==> src/rtl/sys_bridge_n.sv <==
// CPU-to-peripheral bridge: decodes NDEV 16-byte device windows plus a control window,
// runs each access through IDLE/ACCESS/DONE with WAIT extra cycles, and latches irq edges.
module sys_bridge_n #(
  parameter int          NDEV       = 3,
  parameter logic [27:0] BASE       = 28'h0000_7f0,
  parameter int          WAIT       = 1,
  parameter logic [31:0] DEFAULT_RD = 32'h2007_4221
) (
  input  logic                 clk,
  input  logic                 reset,
  input  logic                 prreq,
  input  logic [31:0]          praddr,
  input  logic [31:0]          prwd,
  input  logic                 weCPU,
  output logic [31:0]          prrd,
  output logic                 prack,
  output logic                 pr_busy,
  output logic                 buserr,
  output logic [1:0]           dev_addr,
  output logic [31:0]          dev_wd,
  output logic [NDEV-1:0]      dev_sel,
  output logic [NDEV-1:0]      dev_we,
  input  logic [NDEV*32-1:0]   dev_rd,
  input  logic [NDEV-1:0]      irq,
  output logic [5:0]           hwint
);
  typedef enum logic [1:0] {S_IDLE, S_ACCESS, S_DONE} state_t;
  typedef enum logic [1:0] {T_DEV, T_CTRL, T_NONE} tgt_t;

  localparam logic [3:0] WAIT_L = 4'(WAIT);

  state_t          r_state;
  logic [3:0]      r_cnt;
  logic            r_we;
  logic [2:0]      r_ch;
  logic [NDEV-1:0] r_mask;
  logic [NDEV-1:0] r_pending;
  logic [NDEV-1:0] r_irq_q;

  tgt_t            w_tgt;
  logic [2:0]      w_ch;
  logic [NDEV-1:0] w_onehot;
  logic [NDEV-1:0] w_w1c;
  logic [NDEV-1:0] w_rise;
  logic [31:0]     w_ctrl_rd;
  logic [31:0]     w_dev_rd;
  logic            w_ctrl_wr;
  logic            w_unused_addr;

  assign w_unused_addr = ^praddr[1:0];

  // Decode the incoming address; the control window sits right after the last device.
  always_comb begin
    w_tgt = T_NONE;
    w_ch  = '0;
    for (int i = 0; i < NDEV; i++) begin
      if (praddr[31:4] == BASE + 28'(i)) begin
        w_tgt = T_DEV;
        w_ch  = 3'(i);
      end
    end
    if (praddr[31:4] == BASE + 28'(NDEV)) w_tgt = T_CTRL;
  end

  always_comb begin
    w_onehot = '0;
    w_dev_rd = '0;
    for (int i = 0; i < NDEV; i++) begin
      w_onehot[i] = (w_ch == 3'(i));
      if (r_ch == 3'(i)) w_dev_rd = dev_rd[32*i +: 32];
    end
  end

  always_comb begin
    case (praddr[3:2])
      2'd0:    w_ctrl_rd = 32'(r_mask);
      2'd1:    w_ctrl_rd = 32'(r_pending);
      default: w_ctrl_rd = '0;
    endcase
  end

  assign w_ctrl_wr = (r_state == S_IDLE) && prreq && weCPU && (w_tgt == T_CTRL);
  assign w_w1c     = (w_ctrl_wr && praddr[3:2] == 2'd1) ? prwd[NDEV-1:0] : '0;
  assign w_rise    = irq & ~r_irq_q;
  assign hwint     = 6'(r_pending & r_mask);

  always_ff @(posedge clk) begin
    if (reset) begin
      r_state   <= S_IDLE;
      r_cnt     <= '0;
      r_we      <= 1'b0;
      r_ch      <= '0;
      r_mask    <= '0;
      r_pending <= '0;
      r_irq_q   <= '0;
      prrd      <= '0;
      prack     <= 1'b0;
      pr_busy   <= 1'b0;
      buserr    <= 1'b0;
      dev_addr  <= '0;
      dev_wd    <= '0;
      dev_sel   <= '0;
      dev_we    <= '0;
    end else begin
      r_irq_q   <= irq;
      // A new edge wins over a same-cycle clear.
      r_pending <= (r_pending & ~w_w1c) | w_rise;
      case (r_state)
        S_IDLE: begin
          if (prreq) begin
            dev_addr <= praddr[3:2];
            dev_wd   <= prwd;
            r_we     <= weCPU;
            r_ch     <= w_ch;
            case (w_tgt)
              T_DEV: begin
                r_state <= S_ACCESS;
                r_cnt   <= WAIT_L;
                dev_sel <= w_onehot;
                dev_we  <= weCPU ? w_onehot : '0;
                pr_busy <= 1'b1;
              end
              T_CTRL: begin
                r_state <= S_DONE;
                prack   <= 1'b1;
                if (!weCPU) prrd <= w_ctrl_rd;
                else if (praddr[3:2] == 2'd0) r_mask <= prwd[NDEV-1:0];
              end
              default: begin
                r_state <= S_DONE;
                prack   <= 1'b1;
                buserr  <= 1'b1;
                prrd    <= DEFAULT_RD;
              end
            endcase
          end
        end
        S_ACCESS: begin
          dev_we <= '0;
          if (r_cnt == 4'd0) begin
            if (!r_we) prrd <= w_dev_rd;
            dev_sel <= '0;
            pr_busy <= 1'b0;
            prack   <= 1'b1;
            r_state <= S_DONE;
          end else begin
            r_cnt <= r_cnt - 4'd1;
          end
        end
        default: begin
          prack   <= 1'b0;
          buserr  <= 1'b0;
          r_state <= S_IDLE;
        end
      endcase
    end
  end
endmodule

==> config.mk <==
export PLATFORM = sky130hd
export DESIGN_NAME = sys_bridge_n
export DESIGN_NICKNAME = d
export VERILOG_FILES = /design/src/rtl/sys_bridge_n.sv
export SDC_FILE = /design/constraint.sdc
export NUM_CORES = 1
export LEC_CHECK = 0
export BUFFER_PORTS_ARGS = -buffer_cell sky130_fd_sc_hd__buf_2
export CAP_MARGIN = 5
export CORE_ASPECT_RATIO = 1.4
export CORE_MARGIN = 5
export CORE_UTILIZATION = 44
export DETAILED_ROUTE_END_ITERATION = 8
export PLACE_DENSITY = 0.8
export SYNTH_ARGS = -nofsm -noshare
export SYNTH_HDL_FRONTEND = slang
export SYNTH_SLANG_ARGS = --single-unit
==> constraint.sdc <==
create_clock -name clk -period 3.9 [get_ports clk]
set_input_delay 0.39 -clock clk [delete_from_list [all_inputs] [get_ports clk]]
set_output_delay 0.39 -clock clk [all_outputs]
set_load 0.01 [all_outputs]
==> impl_metrics.yaml <==
run_status:
  status: "completed"
clock_tree:
  ctsResizeCount: 0
  clkLatencyLatePin_ps: 330
  holdBufCountCts: 0
  cts-root-buf: "clkbuf_16"
  cts_sinks: 93
  cts.path.max_buffers: 2
  htree_levels: 3
  cts_setup_buffers: 0
  cts_tree: "yes"
  cts_buffers: 9
  clk_pin_slew_ps: 60
timing:
  finalHoldViolCount: 0
  grt_setup_unrepaired: "false"
  period_needed_ps: 2310
  final.period_utilization: 0.592
  fin_setup_tns_ps: 0
  clock-skew-final_ps: 4.20
  slew_headroom: 0.252
  tightestPinTransition_ps: 1120
  fmax_mhz: 433
  final-max-slew-violation-count: 0
  fin_ws_ps: 1590
  setup_viol: 0
min_path:
  hp-start: "irq[0]"
  holdPathStages: 2
  min_path_type: "primary input to flop"
  whs_endpoint: "r_irq_q[0]$_SDFF_PP0_"
synth:
  synth_area_leaders: "dfxtp_1 44%, nand2_1 10%, mux2i_1 8.9%"
  yosysTopAreaCell: "dfxtp_1"
  synth_simple_gate_area_frac: 0.231
  synth_warnings: 0
  synth_area_um2: 4260
  synth_compound_area_frac: 0.186
  synth_top_family_by_area: "simple AND/OR/NAND/NOR gates"
  synth_cells: 530
  synth_edf_count: 0
  synthXorXnorAreaFrac: 0.00411
  avgSynthCellArea_um2: 8.04
  ys_seq_area_frac: 0.437
  yosys.area_share.adder: 0.00587
  async_flop_share: 0
  ys_ff_latch: 93
  synthFlopType: "dfxtp_1"
  synth.distinct_cells: 42
  synth_top_area_share: 0.437
  muxShareOfSynthArea: 0.0893
placed_design:
  gp_congestion: 0.908
  port_buffers: 242
  preCtsSetupSlack_ps: 1270
  post-dp-hpwl_um: 10100
finish:
  fill_cells: 847
  layout-drive-gt1-share: 0.362
  diodes: 0
  syn_to_final_growth_pct: 35.6
  final_cell_mix: "242 x buf_2, 115 x nand2_1, 92 x dfxtp_1, 56 x a21oi_1, 45 x o21ai_0"
  final_common_cell: "buf_2"
  nNetsFinal: 920
die:
  num_rows: 42
  io_pins: 248
  core-area_um2: 9460
  initial_core_util: 0.451
  die_y_um: 126
  die_w_um: 93.2
  die_area_um2: 11800
global_routing:
  grt_usage: 0.216
  overflow: 0
  grt_pass1_vias: 4555
  grt_max_degree: 78
  antenna_found_initial: 0
  grt_pass1_wl_um: 20800
critical_path:
  path_max_fanout: 10
  startpoint_type: "flop"
  required_ps: 4150
  r2r_setup_slack_ps: 1590
  r2r.worst_path.cells: 6
  endpoint_kind: "flop"
  crit_type: "flop to flop"
  crit_path_frequent_cell: "a21oi_1"
  arrival_ps: 2560
  timing.rr.end: "r_cnt[1]$_SDFFE_PP0P_"
  slowest_stage: "a21oi_1"
  critPathMaxStageDelay_ps: 480
  critical_path.cell_chain: "nor2b_1 -> and2_1 -> nand4_1 -> a21oi_1 -> o21ai_0 -> a21oi_1"
  r2r_start: "r_state[0]$_SDFFE_PP0P_"
power:
  p_leak_nw: 2.64
  peakVddDrop_mv: 0.276
  p_total_mw: 2.07
  power_density_nw_per_um2: 358
route:
  drt-initial-drc-count: 195
  num_vias: 4504
  avgRoutedWirePerCell_um: 15.1
  drc: 0
  drt-total-wl_um: 13100
  ant_nets: 0
  drtPass1Iterations: 4
  drt-vias-per-instance: 5.21
flow_run:
  maxCapViolations: 0
==> synthesized netlist by cell type (3+ instances only) <==
master / n
nand2_1: 115
dfxtp_1: 93
a21oi_1: 56
o21ai_0: 45
mux2i_1: 38
nor2_1: 36
clkbuf_1: 31
a22oi_1: 22
nand3_1: 12
nor2b_1: 12
nor3_1: 11
and2_1: 5
inv_1: 5
buf_2: 4
nor3b_1: 4
a22o_1: 3
buf_4: 3
nand3b_1: 3
nor4_1: 3
==> metrics by stage <==
step / hold slack [ps] / cell area [µm²] / std cells / utilization
final: 286 / 5780 / 865 / 0.611
after detailed placement: 444 / 5500 / 850 / 0.582
after global routing: 288 / 5780 / 865 / 0.611
after CTS: 274 / 5780 / 865 / 0.611
after global placement: 440 / 5500 / 850 / 0.582
after floorplan: 437 / 4270 / 532 / -
==> report_power, final <==
part | switching [mW] | internal (mW) | total, mW
clock network | 0.339 | 0.463 | 0.802
registers | 0.0186 | 0.987 | 1.01
logic | 0.140 | 0.120 | 0.260
==> final cells by class <==
| class | count | area (µm²) | area share |
|---|---|---|---|
| Timing Repair Buffer | 249 | 1260 | 0.219 |
| Tap cell | 110 | 138 | 0.0238 |
| Sequential cell | 93 | 1860 | 0.322 |
| Clock inverter | 3 | 21.3 | 0.00368 |
| Inverter | 5 | 18.8 | 0.00325 |
| Multi-Input combinational cell | 393 | 2220 | 0.384 |
| Clock buffer | 12 | 256 | 0.0444 |
==> critical path: cells and delay by family (launching register included) <==
kind	cells	cell delay (ps)
AOI/OAI and AO/OA	3	800
DFF	1	380
and+or+nand+nor	3	1040
==> flip-flops by register name (all words and copies together) (netlist names), 2 cells and up <==
| register | flops |
|---|---|
| r_cnt | 4 |
| r_mask | 3 |
| r_pending | 3 |
| dev_addr | 2 |
| prrd | 32 |
| r_irq_q | 3 |
| dev_wd | 32 |
| r_state | 2 |
| r_ch | 2 |
| dev_sel | 3 |
| dev_we | 3 |
==> kinds of logic after synthesis <==
| family | after synthesis |
|---|---|
| AO/OA/AOI/OAI | 135 |
| other | 1 |
| multiplexers | 38 |
| AND/OR/NAND/NOR | 213 |
| flip-flops | 93 |
| buffers and inverters | 46 |
| adder cells (fa/ha/maj) | 2 |
| XOR/XNOR | 2 |
==> worst max-delay path by stage <==
stage                                  startpoint                     end  slack, ps  cells past startpoint
after global routing      r_state[0]$_SDFFE_PP0P_   r_cnt[1]$_SDFFE_PP0P_       1330                      6
after floorplan                        praddr[15]  r_mask[0]$_SDFFE_PP0P_       1520                      7
after detailed placement               praddr[15]    prrd[7]$_SDFFE_PP0P_       1270                      8
after global placement                 praddr[15]    prrd[0]$_SDFFE_PP0P_       1310                      8
after CTS                 r_state[0]$_SDFFE_PP0P_   r_cnt[1]$_SDFFE_PP0P_       1610                      6
final                     r_state[0]$_SDFFE_PP0P_   r_cnt[1]$_SDFFE_PP0P_       1590                      6
==> routing by layer <==
metal / vias up / global-route usage / share of wire
met1: 2038 / 0.239 / 0.38
met4: 0 / 0.0751 / 0.019
met5: - / 0 / 0
met3: 21 / 0.0640 / 0.086
met2: 178 / 0.388 / 0.52
li1: 2267 / - / -
(Power assumes the default switching activity.)
